--- src/rtl/regfile_pkg.sv ---
// Shared constants for the register-file writeback path: geometry and
// requester indices (ALU, ID immediate/load-upper, MEM load).
package regfile_pkg;

    localparam int unsigned ADDR_W  = 3;
    localparam int unsigned DATA_W  = 32;
    localparam int unsigned NREGS   = 2 ** ADDR_W;
    localparam int unsigned N_REQ   = 3;

    localparam int unsigned REQ_ALU = 0;
    localparam int unsigned REQ_ID  = 1;
    localparam int unsigned REQ_MEM = 2;

endpackage

--- src/rtl/regfile_wb_arbiter_rr_arbiter.sv ---
// Generic N-way round-robin arbiter: one-hot combinational grant, search
// starting at the pointer, pointer advances past each winner.
module rr_arbiter #(
    parameter int unsigned N = 3
) (
    input  logic         clk,
    input  logic         rst,
    input  logic [N-1:0] i_req,
    output logic [N-1:0] o_grant
);
    import regfile_pkg::*;

    localparam int unsigned PTR_W = (N > 1) ? $clog2(N) : 1;

    logic [PTR_W-1:0] r_rr_ptr;
    logic             w_any;
    int unsigned      w_dist;
    int unsigned      w_best;
    int unsigned      w_win;

    // Winner is the valid requester with the smallest distance from the pointer.
    always_comb begin
        w_best = N;
        w_win  = 0;
        w_dist = 0;
        for (int unsigned i = 0; i < N; i++) begin
            w_dist = (i + N - 32'(r_rr_ptr)) % N;
            if (i_req[i] && (w_dist < w_best)) begin
                w_best = w_dist;
                w_win  = i;
            end
        end
        w_any   = !rst && (w_best < N);
        o_grant = '0;
        for (int unsigned i = 0; i < N; i++) begin
            if (w_any && (w_win == i)) begin
                o_grant[i] = 1'b1;
            end
        end
    end

    always_ff @(posedge clk) begin
        if (rst) begin
            r_rr_ptr <= '0;
        end else if (w_any) begin
            r_rr_ptr <= PTR_W'((w_win + 1) % N);
        end
    end

endmodule

--- src/rtl/regfile_wb_arbiter.sv ---
// Register-file writeback arbiter with pending-write scoreboard.
// Define WB_BYPASS_EN to add fwd_hit/fwd_data forwarding outputs.
module regfile_wb_arbiter #(
    parameter int unsigned N_REQ  = regfile_pkg::N_REQ,
    parameter int unsigned DATA_W = regfile_pkg::DATA_W,
    parameter int unsigned ADDR_W = regfile_pkg::ADDR_W
) (
    input  logic                      clk,
    input  logic                      rst,
    input  logic [N_REQ-1:0]          req_valid,
    input  logic [N_REQ*ADDR_W-1:0]   req_addr,
    input  logic [N_REQ*DATA_W-1:0]   req_data,
    output logic [N_REQ-1:0]          req_ready,
    input  logic                      rsv_valid,
    input  logic [ADDR_W-1:0]         rsv_addr,
    input  logic [ADDR_W-1:0]         q_addr_0,
    input  logic [ADDR_W-1:0]         q_addr_1,
    output logic                      q_busy_0,
    output logic                      q_busy_1,
    output logic                      wb_enable,
    output logic [ADDR_W-1:0]         wb_addr,
    output logic [DATA_W-1:0]         wb_data,
    output logic [(2**ADDR_W)-1:0]    pending
`ifdef WB_BYPASS_EN
    ,
    output logic                      fwd_hit_0,
    output logic                      fwd_hit_1,
    output logic [DATA_W-1:0]         fwd_data_0,
    output logic [DATA_W-1:0]         fwd_data_1
`endif
);
    import regfile_pkg::*;

    localparam int unsigned NR = 2 ** ADDR_W;

    logic [N_REQ-1:0]  w_grant;
    logic              w_hs;
    logic [ADDR_W-1:0] w_sel_addr;
    logic [DATA_W-1:0] w_sel_data;
    logic [NR-1:0]     w_pending_nxt;
    logic              w_hit_0;
    logic              w_hit_1;

    logic              r_wb_en;
    logic [ADDR_W-1:0] r_wb_addr;
    logic [DATA_W-1:0] r_wb_data;
    logic [NR-1:0]     r_pending;

    rr_arbiter #(.N(N_REQ)) u_arb (
        .clk     (clk),
        .rst     (rst),
        .i_req   (req_valid),
        .o_grant (w_grant)
    );

    assign req_ready = w_grant;
    assign w_hs      = |w_grant;

    always_comb begin
        w_sel_addr = '0;
        w_sel_data = '0;
        for (int unsigned i = 0; i < N_REQ; i++) begin
            if (w_grant[i]) begin
                w_sel_addr = req_addr[i*ADDR_W +: ADDR_W];
                w_sel_data = req_data[i*DATA_W +: DATA_W];
            end
        end
    end

    // Set is applied after clear so a same-edge reserve of the retiring register wins.
    always_comb begin
        w_pending_nxt = r_pending;
        if (r_wb_en) begin
            w_pending_nxt[r_wb_addr] = 1'b0;
        end
        if (rsv_valid) begin
            w_pending_nxt[rsv_addr] = 1'b1;
        end
    end

    always_ff @(posedge clk) begin
        if (rst) begin
            r_wb_en   <= 1'b0;
            r_wb_addr <= '0;
            r_wb_data <= '0;
            r_pending <= '0;
        end else begin
            r_wb_en   <= w_hs;
            r_pending <= w_pending_nxt;
            if (w_hs) begin
                r_wb_addr <= w_sel_addr;
                r_wb_data <= w_sel_data;
            end
        end
    end

`ifdef WB_BYPASS_EN
    assign w_hit_0    = r_wb_en && (r_wb_addr == q_addr_0);
    assign w_hit_1    = r_wb_en && (r_wb_addr == q_addr_1);
    assign fwd_hit_0  = w_hit_0;
    assign fwd_hit_1  = w_hit_1;
    assign fwd_data_0 = r_wb_data;
    assign fwd_data_1 = r_wb_data;
`else
    assign w_hit_0 = 1'b0;
    assign w_hit_1 = 1'b0;
`endif

    assign q_busy_0  = r_pending[q_addr_0] & ~w_hit_0;
    assign q_busy_1  = r_pending[q_addr_1] & ~w_hit_1;
    assign wb_enable = r_wb_en;
    assign wb_addr   = r_wb_addr;
    assign wb_data   = r_wb_data;
    assign pending   = r_pending;

endmodule

--- config.mk ---
export PLATFORM = sky130hd
export DESIGN_NAME = regfile_wb_arbiter
export DESIGN_NICKNAME = d
export VERILOG_FILES = /design/src/rtl/regfile_pkg.sv /design/src/rtl/regfile_wb_arbiter_rr_arbiter.sv /design/src/rtl/regfile_wb_arbiter.sv
export SDC_FILE = /design/constraint.sdc
export NUM_CORES = 1
export LEC_CHECK = 0
export CORE_MARGIN = 5
export CORE_UTILIZATION = 43
export DETAILED_ROUTE_END_ITERATION = 10
export PLACE_DENSITY = 0.95
export SYNTH_ARGS = -nofsm -noshare
export SYNTH_HDL_FRONTEND = slang
export SYNTH_HIERARCHICAL = 1
export SYNTH_SLANG_ARGS = --single-unit
--- constraint.sdc ---
create_clock -name clk -period 9.5 [get_ports clk]
set_input_delay 1.9 -clock clk [delete_from_list [all_inputs] [get_ports clk]]
set_output_delay 1.9 -clock clk [all_outputs]
set_load 0.03 [all_outputs]
* After elaboration in Yosys (flattened, before gate mapping)
Index checks and enable logic that the tools add are counted.
Word-level totals: register bits 46, input port bits 120, output and inout bits 49, word-level logic and storage cells 64
Cells by class: add/sub/neg operators 4, divide/modulo/power cells 4, order comparisons 10, equality and inequality tests 2, mux-type cells 24, bitwise operators 3, reduce and logical (&&, ||, !) cells 12
Operators with widths (count):
- 32-bit two-way mux | 6
- 32-bit by 2-bit modulo with 32-bit output, second input constant | 4
- 32-bit by 2-bit less-than comparator with 1-bit output, second input constant | 2
- 32-bit less-than comparator | 2
- 32-bit zero test | 1
- 3-bit by 4-bit less-than comparator with 1-bit output, second input constant | 4
- 8-bit two-way mux | 2
- 1-bit logical AND | 9
- 3-bit two-way mux | 3
- 8-bit AND | 1
- 1-bit two-way mux | 8
- 8-bit inverter | 1
- 8-bit bitwise OR | 1
- 3-bit by 2-bit subtractor with 4-bit output, first input constant | 2
- 1-bit binary-select mux with 3-bit select | 2
- 1-bit demux with 3-bit select | 2
- 3-bit by 1-bit greater-or-equal comparator with 1-bit output, second input constant | 2
- 2-bit by 1-bit adder with 3-bit output, second input constant | 1
- 3-bit OR reduction | 1
- 2-bit by 2-bit subtractor with 3-bit output, first input constant | 1
- 2-bit by 1-bit == test with 1-bit output, second input constant | 1
- 2-bit == test, second input constant | 1
- 2-bit two-way mux | 1
- 1-bit zero test | 1

* Logic depth before layout (Yosys ltp)
Gate-level depths: netlist (run 1).
depth in word-level cells 18, mapped depth 22, depth with buffers taken out 20

* Cells and area by module
Netlist (run 1), hierarchy kept.
Modules (own cells, without submodules):
- regfile_wb_arbiter | instances 1, cells an instance 217, area an instance 2265.9 um^2, seq. area each 880.8 um^2
- rr_arbiter | instances 1, cells an instance 101, area an instance 842.1 um^2, seq. area each 40.0 um^2

* Worst setup path after synthesis (run 1)
No wires, ideal clock.
kind input to output, from in req_valid[0], to out req_ready[0], data arrival time 4757 ps, required time 7600 ps, path slack 2843 ps, cell stages on the path 12, path buffers 0, cells stage by stage inv_1 > nor2_1 > ha_1 > and2b_1 > nand4_4 > a21o_2 > ha_1 > o211ai_1 > nor3_1 > a211o_1 > o31ai_4 > nor3b_1
Between the ends: longest elaborated chain between the ends 12, elaborated cells between the ends (all ways) 15, those cells by class 3 x order compare; 6 x mux; 6 x reduce/logical
RTL lines:
- from (decl) | RTL line regfile_wb_arbiter.sv:10 | input logic [N_REQ-1:0] req_valid,
- 1-bit logical AND * | RTL line regfile_wb_arbiter_rr_arbiter.sv:28 | if (i_req[i] && (w_dist < w_best)) begin
- 32-bit two-way mux * | RTL line regfile_wb_arbiter_rr_arbiter.sv:28
- 32-bit less-than comparator | RTL line regfile_wb_arbiter_rr_arbiter.sv:28
- 1-bit logical AND | RTL line regfile_wb_arbiter_rr_arbiter.sv:28
- 32-bit two-way mux | RTL line regfile_wb_arbiter_rr_arbiter.sv:28
- 32-bit less-than comparator | RTL line regfile_wb_arbiter_rr_arbiter.sv:28
- 1-bit logical AND | RTL line regfile_wb_arbiter_rr_arbiter.sv:28
- 32-bit two-way mux | RTL line regfile_wb_arbiter_rr_arbiter.sv:28
- 32-bit by 2-bit less-than comparator with 1-bit output | RTL line regfile_wb_arbiter_rr_arbiter.sv:33 | w_any = !rst && (w_best < N);
- 1-bit logical AND | RTL line regfile_wb_arbiter_rr_arbiter.sv:33
- 1-bit logical AND * | RTL line regfile_wb_arbiter_rr_arbiter.sv:36 | if (w_any && (w_win == i)) begin
- 1-bit two-way mux * | RTL line regfile_wb_arbiter_rr_arbiter.sv:36
- to (decl) | RTL line regfile_wb_arbiter.sv:13 | output logic [N_REQ-1:0] req_ready,
Every way passes the cells marked *; elsewhere a longest branch is shown, timed or not.

* Worst setup path in the final report (run 1)
Same ends and word-level chain as after synthesis.

==> results.ini, run 1 <==
[critical_path]
worstPathCellList=clkdlybuf4s50_1 > inv_1 > nor2_1 > ha_1 > o21ai_4 > nand4_4 > a21o_2 > ha_1 > o211ai_1 > nor3_1 > a211o_1 > o31ai_4 > nor3b_1 > clkdlybuf4s50_1
reg2reg_depth=19
worstPathRequired_ns=7.60
critPathMaxStageDelay_ns=0.80
start_kind=input port
crit_fanout=9
arrival_ns=5.75
cp_slowest_cell=clkdlybuf4s50_1
worst-path-buf-inv=3
r2r_setup_slack_ns=3.89
crit_family=buffers and inverters
critical_path_depth=14
critPathKind=in2out
critPathCaptureType=primary output

[power]
p_leak_uw=0.00185
power_switching_uw=199
swShare=0.342
power_frac_comb=0.411
p_per_area_nw_per_um2=118
power_frac_seq=0.377
p_int_uw=383
max-vdd-ir-drop_mv=0.0714
p_clk_frac=0.211

[global_route]
grt_pass1_vias=3366
grt_max_degree=73
grt_pass1_wl_um=15800
antenna_found_initial=0
grt_util_all_layers=0.221
grt_overflow=0

[clocking]
post_cts_buffers=0
cts.path.max_buffers=2
clk_pin_slew_ns=0.09
cts_tree=yes
htree_levels=2
clock_sinks=46
cts_buffers=5
clock_latency_ns=0.30
cts_hold_repair.buffers=0
post_cts_resize_count=0
clock-root-buffer=clkbuf_8

[sta]
max-slew-margin-rel=0.431
worst_clock_skew_ns=0.00932
hold_violations=0
fin_crit_ns=7.65
fmax_mhz=131
fin_setup_tns_ns=0
rsz0062_at_grt=no
tightest_slew_ns=0.852
finalWorstSetupSlack_ns=1.85
setup_viol=0
final_max_slew_viol_count=0
timing.final.crit_share=0.805

[floorplanning]
io_pins=169
die_area_um2=9030
chipWidth_um=95.0
rows=31
start_util=0.435
core_um2=7140
die_h_um=95.0

[placed_design]
dp_hpwl_um=8010
place.gp.congestion=0.844
portBuffers=168
place_worst_setup_slack_ns=1.83
dp_cells=576

[run]
drv_cap=0

[synth]
syn_inst=318
yosysMostFrequentCell=dfxtp_1
ys_seq_area_frac=0.296
synth.area.top_cells=dfxtp_1 30%, a32o_1 11%, a221o_1 11%
synth_cell_types=49
yosysWarnings=6
synth_area_um2=3110
synth_area_leader_cell=dfxtp_1
synth_flop_cell=dfxtp_1
synth_edf_count=0
synth-async-reset-ratio=0
synth-seq-cells=46
synth_top_cell_area_share=0.296
ys_top_cells_by_count=46 x dfxtp_1, 40 x nand2b_1, 35 x a32o_1
syn_area_per_cell_um2=9.77

[drt]
wl_per_cell_um=17.7
ant_nets=0
drt_iter0_markers=161
drc=0
drt-total-wl_um=10400
via_count=3335
firstDrtPassIters=4
viasPerCell=5.71

[finish]
fin_cells=584
nets=627
syn2layout_area_growth_pct=59.3
num_antenna_cells=0
layout-drive-gt1-share=0.0701
post-route-util=0.694

[min_path]
hold_class=reg2reg
worstHoldPathCells=1

[status]
status=finished, final reports clean

routing by layer:
layer  wire, µm  share of wire  global-route usage  up-vias
li1           -              -                   -     1587
met3        800          0.077              0.0631       28
met1       4110           0.40               0.255     1590
met5          0              0                   0        -
met4        381          0.037              0.0950        0
met2       5060           0.49               0.380      130
stage by stage:
stage / hold slack (ns) / total power (µW) / instance area [µm²]
after detailed placement: 0.453 / 464 / 4860
after CTS: 0.475 / 586 / 4950
after floorplan: 0.536 / 359 / 3150
after global placement: 0.448 / 458 / 4860
final: 0.473 / 582 / 4950
after global routing: 0.497 / 613 / 4950
cells by family (layout without fill, tap and decap cells):
logic type,count (synthesis),after routing,share of synthesized area
AOI/OAI and AO/OA,114,114,0.325
adders and majority gates,23,23,0.0926
buffers and inverters,32,189,0.0523
DFF,46,46,0.296
muxes,10,10,0.0491
other,1,11,0.00121
and+or+nand+nor,92,92,0.184
layout by cell type (no fill, tap or decap), types with 10 or more instances in the layout:
cell / instances
clkdlybuf4s50_1: 168
dfxtp_1: 46
nand2b_1: 40
a32o_1: 35
a221o_1: 34
ha_1: 23
a21oi_1: 15
nand2_1: 13
conb_1: 11
o21ai_0: 10
final cells by class:
| class | count | area, µm² |
|---|---|---|
| clock inverters | 3 | 21.3 |
| multi-input cells | 250 | 2070 |
| inverters | 9 | 33.8 |
| well taps | 99 | 124 |
| repair buffers | 172 | 1710 |
| clock buffers | 5 | 68.8 |
| flip-flops and latches | 46 | 921 |
| fillers | 546 | 2190 |
worst paths after layout:
path | startpoint | end
max | req_valid[0] | req_ready[0]
min | wb_data[4] | wb_data[4]
max reg2reg | u_arb/r_rr_ptr[0] | wb_data[27]
min reg2reg | wb_data[4] | wb_data[4]
state kept, by name (all words and copies together), names as in the netlist:
| signal | cells |
|---|---|
| wb_addr | 3 |
| wb_data | 32 |
| pending | 8 |
| wb_enable | 1 |
| u_arb/r_rr_ptr | 2 |
power groups by stage:
stage	registers (µW)	clock network [µW]	logic (µW)
3_3_place_gp	223	0	235
3_5_place_dp	224	0	239
6_report	220	123	239
5_1_grt	222	135	257
2_1_floorplan	253	0	106
4_1_cts	220	126	241
worst register-to-register path: cells and delay by family, from the launching register on:
family                     cells  cell delay (ns)
buffers and inverters          2             0.72
DFF                            1             0.49
adders and majority gates      3             0.93
AOI/OAI and AO/OA              6             1.55
and+or+nand+nor                8             1.87
No activity file was read; power rests on OpenSTA's default activity.
==> run 2: changes to the inputs <==
Settings changed: CORE_UTILIZATION 43 to 40, PLACE_DENSITY 0.95 to 0.9.
Clock period 9.5 ns to 7.6 ns, I/O delays scaled along.
==> results.ini, run 2 (synthesized netlist as in run 1, its figures left out) <==
[sta]
fin_crit_ns=7.00
timing.final.crit_share=0.921
finalWorstSetupSlack_ns=0.602
fin_setup_tns_ns=0
setup_viol=0
fmax_mhz=143
tightest_slew_ns=0.885
worst_clock_skew_ns=0.00404
max-slew-margin-rel=0.408
final_max_slew_viol_count=0
hold_violations=0
rsz0062_at_grt=no

[drt]
firstDrtPassIters=4
drc=0
wl_per_cell_um=17.5
viasPerCell=5.73
drt-total-wl_um=10300
via_count=3361
drt_iter0_markers=120
ant_nets=0

[finish]
largest_reg_flops=32
nets=627
num_antenna_cells=0
syn2layout_area_growth_pct=60.0
stdcell_area_um2=4970
layout-drive-gt1-share=0.0701
post-route-util=0.650
layout_commonest_cell=clkdlybuf4s50_1
fillers=591
layout_common_cells=168 x clkdlybuf4s50_1, 46 x dfxtp_1, 40 x nand2b_1, 35 x a32o_1, 34 x a221o_1

[placed_design]
place_area_um2=4860
place_worst_setup_slack_ns=0.626
portBuffers=168
dp_hpwl_um=8080
place.gp.congestion=0.884

[power]
power_frac_seq=0.365
p_leak_uw=0.00186
power_switching_uw=243
p_int_uw=511
power_frac_comb=0.399
max-vdd-ir-drop_mv=0.0945
p_clk_frac=0.237
p_per_area_nw_per_um2=152
swShare=0.322

[clocking]
clk_pin_slew_ns=0.09
clock_latency_ns=0.29
cts.path.max_buffers=2
clock_sinks=46
htree_levels=2
clock-root-buffer=clkbuf_8
cts_tree=yes
post_cts_buffers=0
cts_buffers=5
post_cts_resize_count=0
cts_hold_repair.buffers=0

[floorplanning]
chipWidth_um=98.1
core_um2=7650
die_h_um=98.1
die_area_um2=9630
start_util=0.406
rows=32
io_pins=169

[global_route]
grt_max_degree=73
grt_pass1_vias=3387
grt_util_all_layers=0.208
grt_overflow=0
antenna_found_initial=0
grt_pass1_wl_um=16500

[status]
status=finished, final reports clean

[critical_path]
critPathCaptureType=primary output
worst-path-buf-inv=3
crit_fanout=9
worstPathRequired_ns=6.08
crit_family=buffers and inverters
critPathKind=in2out
worstPathCellList=clkdlybuf4s50_1 > inv_1 > nor2_1 > ha_1 > o21ai_4 > nand4_4 > a21o_2 > ha_1 > o211ai_1 > nor3_1 > a211o_1 > o31ai_4 > nor3b_1 > clkdlybuf4s50_1
start_kind=input port
critPathMaxStageDelay_ns=0.81
cp_slowest_cell=clkdlybuf4s50_1
arrival_ns=5.48

[run]
drv_cap=0

[min_path]
hold_class=reg2reg

## run 2: cell count changes in the layout (fill, tap and decap cells not counted)
cell | previous run | this run
bufinv_16 | 0 | 1
clkinv_4 | 1 | 0
clkinvlp_4 | 1 | 0
clkinv_2 | 1 | 2
## run 2: worst paths after layout
path | cells past startpoint | startpoint | to | slack (ns)
worst min register to register | 1 | wb_data[15] | wb_data[15] | 0.47
worst min-delay path | 1 | wb_data[15] | wb_data[15] | 0.47
worst max register to register | 19 | u_arb/r_rr_ptr[0] | wb_addr[0] | 1.85
worst max-delay path | 14 | req_valid[0] | req_ready[0] | 0.60
## run 2: area by class of cell
cell class	instances	area, µm²	area share
clock inverter	3	40.0	0.00805
timing repair buffer	172	1710	0.344
clock buffer	5	68.8	0.0138
multi-input combinational	250	2070	0.416
inverter	9	33.8	0.00679
sequential	46	921	0.185
tap	102	128	0.0257
## run 2: routing by layer
metal  up-vias  track usage  part of all wire
met4         0       0.0714             0.027
met1      1619        0.236              0.38
met3        18       0.0500             0.077
met2       140        0.381              0.51
met5         -            0                 0
li1       1584            -                 -
## run 2: power groups by stage
| stage | Sequential [µW] | Clock (µW) | Combinational, µW |
|---|---|---|---|
| 4_1_cts | 275 | 183 | 302 |
| 5_1_grt | 278 | 193 | 323 |
| 2_1_floorplan | 316 | 0 | 133 |
| 3_3_place_gp | 279 | 0 | 294 |
| 6_report | 275 | 178 | 301 |
| 3_5_place_dp | 281 | 0 | 300 |
## run 2: stage by stage
step           std cells  power (µW)  hold slack, ns
6_report             587         754           0.473
5_1_grt              587         794           0.496
4_1_cts              587         760           0.477
3_5_place_dp         579         581           0.456
3_3_place_gp         579         573           0.447
2_1_floorplan        328         449           0.536
